===== config.mk =====
export PLATFORM = sky130hd
export DESIGN_NAME = s5851a_i2c_slv
export DESIGN_NICKNAME = d
export VERILOG_FILES = /design/src/rtl/s5851a_i2c_slv_pkg.sv /design/src/rtl/s5851a_i2c_slv_in_flt.sv /design/src/rtl/s5851a_i2c_slv.sv
export SDC_FILE = /design/constraint.sdc
export NUM_CORES = 1
export LEC_CHECK = 0
export CORE_MARGIN = 4
export CORE_UTILIZATION = 42
export CTS_CLUSTER_DIAMETER = 120
export DETAILED_ROUTE_END_ITERATION = 8
export GPL_TIMING_DRIVEN = 0
export PLACE_DENSITY = 0.62
export RECOVER_POWER = 100
export SLEW_MARGIN = 10
export SYNTH_ARGS = -nofsm -noshare
export SYNTH_HDL_FRONTEND = slang
export SYNTH_SLANG_ARGS = --single-unit
export TNS_END_PERCENT = 20

===== constraint.sdc =====
create_clock -name CK_i -period 2.65 [get_ports CK_i]
set_input_delay 0.53 -clock CK_i [delete_from_list [all_inputs] [get_ports CK_i]]
set_output_delay 0.53 -clock CK_i [all_outputs]
set_load 0.02 [all_outputs]

===== src/rtl/s5851a_i2c_slv_pkg.sv =====
// Shared types and constants for the S5851A-style I2C target.
// State encoding, SDA drive levels and default parameters.
package s5851a_i2c_slv_pkg;

  typedef enum logic [3:0] {
    ST_IDLE,
    ST_ADR,
    ST_ADR_ACK,
    ST_SUB,
    ST_SUB_ACK,
    ST_WDAT,
    ST_WDAT_ACK,
    ST_RDAT,
    ST_MACK,
    ST_IGNORE
  } st_e;

  localparam logic SDA_ACK = 1'b0;
  localparam logic SDA_REL = 1'b1;

  localparam logic [6:0] DEF_SLV_ADR = 7'h48;
  localparam int         DEF_FLT     = 3;

endpackage


===== src/rtl/s5851a_i2c_slv_in_flt.sv =====
// Pin synchroniser, stability filter and edge detector.
// Filtered level changes only after C_FLT stable cycles.
module s5851a_i2c_slv_in_flt #(
  parameter int C_FLT = 3
) (
  input  logic clk,
  input  logic rst,
  input  logic pin,
  output logic lvl,
  output logic rise,
  output logic fall
);

  logic       s1;
  logic       s2;
  logic [3:0] cnt;

  always_ff @(posedge clk) begin
    if (rst) begin
      s1   <= 1'b1;
      s2   <= 1'b1;
      lvl  <= 1'b1;
      rise <= 1'b0;
      fall <= 1'b0;
      cnt  <= '0;
    end else begin
      s1   <= pin;
      s2   <= s1;
      rise <= 1'b0;
      fall <= 1'b0;
      if (s2 == lvl) begin
        cnt <= '0;
      end else if (cnt == 4'(C_FLT - 1)) begin
        lvl  <= s2;
        rise <= s2;
        fall <= ~s2;
        cnt  <= '0;
      end else begin
        cnt <= cnt + 4'd1;
      end
    end
  end

endmodule


===== src/rtl/s5851a_i2c_slv.sv =====
// I2C target with 8-bit register pointer and host register port.
// Writes strobe WT_REQ_o; reads serialise RD_DATs_i MSB first.
module s5851a_i2c_slv
  import s5851a_i2c_slv_pkg::*;
#(
  parameter logic [6:0] C_SLV_ADR = DEF_SLV_ADR,
  parameter int         C_FLT     = DEF_FLT
) (
  input  logic       CK_i,
  input  logic       SRST_i,
  input  logic       SCLI_i,
  input  logic       SDAI_i,
  output logic       SDAO_o,
  output logic       WT_REQ_o,
  output logic [7:0] WT_ADRs_o,
  output logic [7:0] WT_DATs_o,
  output logic [7:0] RD_ADRs_o,
  input  logic [7:0] RD_DATs_i,
  output logic       BUSY_o
);

  logic       scl, scl_r, scl_f;
  logic       sda, sda_r, sda_f;
  st_e        st;
  logic [2:0] bit_cnt;
  logic [7:0] shreg;
  logic [7:0] ptr;
  logic       rd;
  logic       ack_ph;
  logic [7:0] rx;
  logic       start;
  logic       stop;

  s5851a_i2c_slv_in_flt #(.C_FLT(C_FLT)) u_scl (
    .clk(CK_i), .rst(SRST_i), .pin(SCLI_i),
    .lvl(scl), .rise(scl_r), .fall(scl_f)
  );

  s5851a_i2c_slv_in_flt #(.C_FLT(C_FLT)) u_sda (
    .clk(CK_i), .rst(SRST_i), .pin(SDAI_i),
    .lvl(sda), .rise(sda_r), .fall(sda_f)
  );

  assign rx        = {shreg[6:0], sda};
  assign start     = sda_f & scl;
  assign stop      = sda_r & scl;
  assign RD_ADRs_o = ptr;

  always_ff @(posedge CK_i) begin
    if (SRST_i) begin
      st        <= ST_IDLE;
      bit_cnt   <= '0;
      shreg     <= '0;
      ptr       <= '0;
      rd        <= 1'b0;
      ack_ph    <= 1'b0;
      SDAO_o    <= SDA_REL;
      WT_REQ_o  <= 1'b0;
      WT_ADRs_o <= '0;
      WT_DATs_o <= '0;
      BUSY_o    <= 1'b0;
    end else begin
      WT_REQ_o <= 1'b0;
      if (start) begin
        st      <= ST_ADR;
        bit_cnt <= '0;
        ack_ph  <= 1'b0;
        SDAO_o  <= SDA_REL;
        BUSY_o  <= 1'b1;
      end else if (stop) begin
        st      <= ST_IDLE;
        bit_cnt <= '0;
        ack_ph  <= 1'b0;
        SDAO_o  <= SDA_REL;
        BUSY_o  <= 1'b0;
      end else begin
        unique case (st)
          ST_ADR: if (scl_r) begin
            shreg   <= rx;
            bit_cnt <= bit_cnt + 3'd1;
            if (bit_cnt == 3'd7) begin
              rd <= sda;
              st <= (shreg[6:0] == C_SLV_ADR) ? ST_ADR_ACK : ST_IGNORE;
            end
          end
          // First fall drives ACK, second fall ends the ACK bit.
          ST_ADR_ACK: if (scl_f) begin
            if (!ack_ph) begin
              SDAO_o <= SDA_ACK;
              ack_ph <= 1'b1;
            end else begin
              ack_ph <= 1'b0;
              if (rd) begin
                shreg  <= RD_DATs_i;
                SDAO_o <= RD_DATs_i[7];
                st     <= ST_RDAT;
              end else begin
                SDAO_o <= SDA_REL;
                st     <= ST_SUB;
              end
            end
          end
          ST_SUB: if (scl_r) begin
            shreg   <= rx;
            bit_cnt <= bit_cnt + 3'd1;
            if (bit_cnt == 3'd7) begin
              ptr <= rx;
              st  <= ST_SUB_ACK;
            end
          end
          ST_SUB_ACK, ST_WDAT_ACK: if (scl_f) begin
            if (!ack_ph) begin
              SDAO_o <= SDA_ACK;
              ack_ph <= 1'b1;
            end else begin
              ack_ph <= 1'b0;
              SDAO_o <= SDA_REL;
              st     <= ST_WDAT;
            end
          end
          ST_WDAT: if (scl_r) begin
            shreg   <= rx;
            bit_cnt <= bit_cnt + 3'd1;
            if (bit_cnt == 3'd7) begin
              WT_REQ_o  <= 1'b1;
              WT_ADRs_o <= ptr;
              WT_DATs_o <= rx;
              ptr       <= ptr + 8'd1;
              st        <= ST_WDAT_ACK;
            end
          end
          ST_RDAT: if (scl_f) begin
            bit_cnt <= bit_cnt + 3'd1;
            if (bit_cnt == 3'd7) begin
              SDAO_o <= SDA_REL;
              st     <= ST_MACK;
            end else begin
              SDAO_o <= shreg[6];
              shreg  <= {shreg[6:0], 1'b0};
            end
          end
          // ack_ph marks a master ACK awaiting the reload fall.
          ST_MACK: begin
            if (scl_r) begin
              if (sda) begin
                st <= ST_IGNORE;
              end else begin
                ptr    <= ptr + 8'd1;
                ack_ph <= 1'b1;
              end
            end else if (scl_f && ack_ph) begin
              ack_ph <= 1'b0;
              shreg  <= RD_DATs_i;
              SDAO_o <= RD_DATs_i[7];
              st     <= ST_RDAT;
            end
          end
          ST_IDLE, ST_IGNORE: ;
          default: st <= ST_IDLE;
        endcase
      end
    end
  end

endmodule


; ---- After elaboration in Yosys (flattened, before gate mapping)
; Cells that the tools add are included.
[word_totals]
elab_cells = 181
ff_bits = 61
[op_classes]
addsub = 4
reduce_logical = 29
muxes = 58
bitwise = 13
eq_ne = 53
[ops]
columns = op, count
row1 = $mux 4, 16
row2 = $mux 7, 8
row3 = $mux 8, 6
row4 = $pmux 4 s8, 1
row5 = $reduce_and 15->1, 2
row6 = $pmux 7 s4, 1
row7 = $ne 4x3->1 const B, 6
row8 = $ne 4x4->1 const B, 6
row9 = $pmux 8 s3, 1
row10 = $ne 2x2->1 const B, 11
row11 = $reduce_or 3->1, 7
row12 = $mux 1, 19
row13 = $ne 2x1->1 const B, 9
row14 = $eq 4x2->1 const B, 4
row15 = $eq 4x3->1 const B, 4
row16 = $not 1->1, 11
row17 = $reduce_and 11->1, 1
row18 = $ne 5x4->1 const B, 2
row19 = $reduce_and 5->1, 2
row20 = $mux 3, 3
row21 = $reduce_and 9->1, 1
row22 = $add 4x1->4 const B, 2
row23 = $add 8x1->8 const B, 1
row24 = $eq 4x4->1 const B, 2
row25 = 22 further kinds, 31

; ---- Depth between registers and ports, before layout
[depth]
depth_word = 7
mapped_depth = 9

; ---- Hierarchy
; A second synthesis with hierarchy kept.
[unflattened]
hier_cells = 371
hier_area_um2 = 3065.4
[by_module_without_submodules]
columns = module, area_each_um2, cells_per_inst, n_inst
row1 = s5851a_i2c_slv, 2419.8, 311, 1
row2 = s5851a_i2c_slv_in_flt, 322.8, 30, 2

; ---- Least setup slack after synthesis
; OpenSTA, ideal clock, no wires.
[synth_path]
path_kind = register to register
startpoint = reg bit_cnt[0]
endpoint = reg st[0]
arrival_time_ns = 1.785
n_path_buf = 0
setup_ns = 0.123
path_stages_with_launch = 8
slack_ns = 0.741
cell_sequence = dfxtp_1 > ha_1 > ha_1 > a21bo_2 > a211o_1 > o211ai_2 > o21ai_1 > mux2_1
[synth_via]
elab_chain_len = 3
elab_cells_between_ends = 6
cone_classes = eq/ne: 5 / reduce/logical: 1
[synth_rtl]
columns = element, line_no
row1 = "start, declared", s5851a_i2c_slv.sv:25  ; logic [2:0] bit_cnt;
row2 = "start signal, assigned", s5851a_i2c_slv.sv:80  ; bit_cnt <= bit_cnt + 3'd1;
row3 = "start signal, assigned", s5851a_i2c_slv.sv:105  ; bit_cnt <= bit_cnt + 3'd1;
row4 = "start signal, assigned", s5851a_i2c_slv.sv:123  ; bit_cnt <= bit_cnt + 3'd1;
row5 = $eq 3x3->1 *, --
row6 = $ne 4x4->1 (no source line), --
row7 = $reduce_and 15->1 (no source line) *, --
row8 = "end signal, assigned", s5851a_i2c_slv.sv:83  ; st <= (shreg[6:0] == C_SLV_ADR) ? ST_ADR_ACK : ST_IGNORE;
row9 = "end, declared", s5851a_i2c_slv.sv:24  ; st_e st;
; Every way passes the cells marked *; elsewhere a longest branch is shown, timed or not.
; A chain may end at the register's enable or synchronous reset.

; ---- Worst setup path in the final report
[layout_path]
startpoint = reg st[1]
endpoint = reg WT_ADRs_o[0]
[layout_via]
elab_chain_len = 2
[layout_rtl]
columns = element, line_no
row1 = $eq 4x3->1, s5851a_i2c_slv.sv:77  ; unique case (st)
row2 = $reduce_and 5->1 (no source line), --
row3 = "end signal, assigned", s5851a_i2c_slv.sv:126  ; WT_ADRs_o <= ptr;
row4 = "end, declared", s5851a_i2c_slv.sv:15  ; output logic [7:0] WT_ADRs_o,
; No other way between the ends.

==> run metrics <==
Inst Count DP=503; Final Power=1.90 mW; vias in the first global route=2606; Worst Setup Start Kind=flip-flop; CP Launch Point=st[1]; Final period util=0.853; syn_area_per_cell=8.65 um^2; CTS tree=done; Worst path top cell family by delay=buffers and inverters; Cell Chain, Critical Path=buf_4, clkbuf_1, nor2_1, nand4_1, buf_2, buf_4, mux2i_1, nor2_1; Routed wire per std cell=15.2 um; Max Cap Viol=0; CP max stage delay=0.50 ns; fmax=0.442 GHz; endpoint type of the worst setup path=flip-flop; Synth Instances=367; clk_lat worst skew=0.34 ns; root buffer cell=clkbuf_8; Area Growth Syn to Fin=22.1%; die area=9010 um^2; initial antenna violation count=0; area share of the largest cell type after synthesis=0.385; number of stages on the worst setup path=8; GRT Residual Overflow=0; CP max FO=10; Clock Pin Slew Worst Setup and Hold Paths=0.07 ns; Reg2Reg Launch Point=st[1]; ANT cells=0; setup TNS=0 ns; pre-CTS setup slack=0.516 ns; Initial Util=0.435; cts bufs inserted=9; most frequent cell after synthesis=dfxtp_1; WP buf/inv=4; Core Rows=31; R2R cell count=8; Reg-to-Reg End=WT_ADRs_o[0]; CP max stage cell=dfxtp_1; clk sinks=61; CP Data Required Time=2.87 ns; number of hold buffers added after cts=0; Setup Crit Path Kind=reg -> reg; RSZ-0062 raised after global routing=no; Final setup viols=0; DR vias/cell=5.41; Area contributors post-synth=dfxtp_1 (38%), nor2_1 (6.5%), mux2i_1 (6.0%), nand2_1 (4.4%), a21oi_1 (3.0%); Die Y=94.9 um; vias post-DR=2808; yosys warns=0; Non-Filler Instances=519; initial DRC count=214; Post-synth EDFFs=0; Port Buffer Count=37; crit path to=WT_ADRs_o[0]; first-pass GRT wire length=13100 um; core area=7290 um^2; R2R setup slack=0.39 ns; ratio of cells with drive above 1 in the final layout=0.114; DRC viols=0; post-synth cell types=65; GRT Total Usage=0.186; depth of the CTS H-tree=3; mapped cell area=3170 um^2; VDD IR max=0.364 mV; Layout Skew=0.00787 ns; clock tree buffer depth=2; Seq cells post-synth=61; area leader, netlist=dfxtp_1; Seq/Total Area, Yosys=0.385; number of post-CTS setup repair buffers=0; largest net degree at the start of global routing=13; Post-synth top cells=dfxtp_1 (61), nor2_1 (55), nand2_1 (37); Routed Antenna Nets=0; Routed WL=7890 um; Power Dens Cells=491 nW/um^2; run status=finished clean; Final #Nets=434; final setup margin=0.389 ns; chip width=94.9 um; min Tclk post-route=2.26 ns; PostCTS Resize Cnt=0; Hold Vio Cnt, Final=0; Post-synth ARST share=0; Slew headroom=0.532; critical path arrival=2.48 ns; First-pass DRT Iterations=5; post-DP HPWL=5750 um; Max Slew Vio Count=0; ys flop type=dfxtp_1; global placer's final weighted congestion=0.873; Hold Path Class=reg -> reg; worst-margin pin slew=0.701 ns; Top Ports=39; syn_nets=386; Static Leak=1.59 nW
[stage by stage]
stage	hold slack, ns	area (um^2)	util
2_1_floorplan	0.389	3170	-
3_3_place_gp	0.395	3670	0.503
3_5_place_dp	0.397	3670	0.503
6_report	0.414	3880	0.532
5_1_grt	0.433	3880	0.532
4_1_cts	0.418	3890	0.534
[sequential cells by signal (all words and copies together), names as in the netlist, 3 cells and up]
name / cells
WT_ADRs_o: 8
u_scl.cnt: 4
WT_DATs_o: 8
st: 4
shreg: 7
bit_cnt: 3
u_sda.cnt: 4
RD_ADRs_o: 8
[cell families (layout without fill, tap and decap cells)]
logic type               Yosys count  count (layout)  synth area share
flip-flops                        61              61             0.385
adder cells (fa/ha/maj)            7               7            0.0276
buffers and inverters             30              83            0.0532
XOR/XNOR                           9               9            0.0248
AO/OA/AOI/OAI                     79              79             0.185
multiplexers                      21              21            0.0670
AND/OR/NAND/NOR                  160             160             0.257
[worst min-delay path by stage]
stage               startpoint  endpoint  slack, ns  cells past startpoint
floorplan             u_scl.s1  u_scl.s2       0.39                      1
CTS                   u_scl.s1  u_scl.s2       0.42                      1
detailed placement    u_scl.s1  u_scl.s2       0.40                      1
global placement      u_sda.s1  u_sda.s2       0.39                      1
global route          u_scl.s1  u_scl.s2       0.43                      1
finish                u_scl.s1  u_scl.s2       0.41                      1
[where the power goes]
group / total [mW] / switching [mW] / internal, mW
clock: 0.934 / 0.396 / 0.538
combinational: 0.0476 / 0.0254 / 0.0222
sequential: 0.923 / 0.00265 / 0.920
[layout by cell type (no fill, tap or decap), drive strengths merged, types with 9 or more instances in the layout]
master and n:
dfxtp 61, nor2 55, nand2 37, dlygate4sd3 27, clkbuf 23, mux2i 19, a21oi 19, o21ai 17
buf 14, nand2b 11, clkdlybuf4s50 10, nand3 9
[layout make-up]
type                            instances  area [um^2]
Clock buffer                           10          128
Inverter                                3         11.3
Clock inverter                          6         95.1
Tap cell                               99          124
Fill cell                             717         3420
Sequential cell                        61         1220
Multi-Input combinational cell        276         1770
Buffer                                 27          155
Timing Repair Buffer                   37          370
[routing by layer]
| layer | global-route usage | wire length [um] | up-vias |
|---|---|---|---|
| li1 | - | - | 1401 |
| met5 | 0 | 0 | - |
| met1 | 0.260 | 3760 | 1307 |
| met4 | 0.0613 | 120 | 0 |
| met2 | 0.279 | 3540 | 89 |
| met3 | 0.0478 | 464 | 11 |
(Power assumes the default switching activity.)
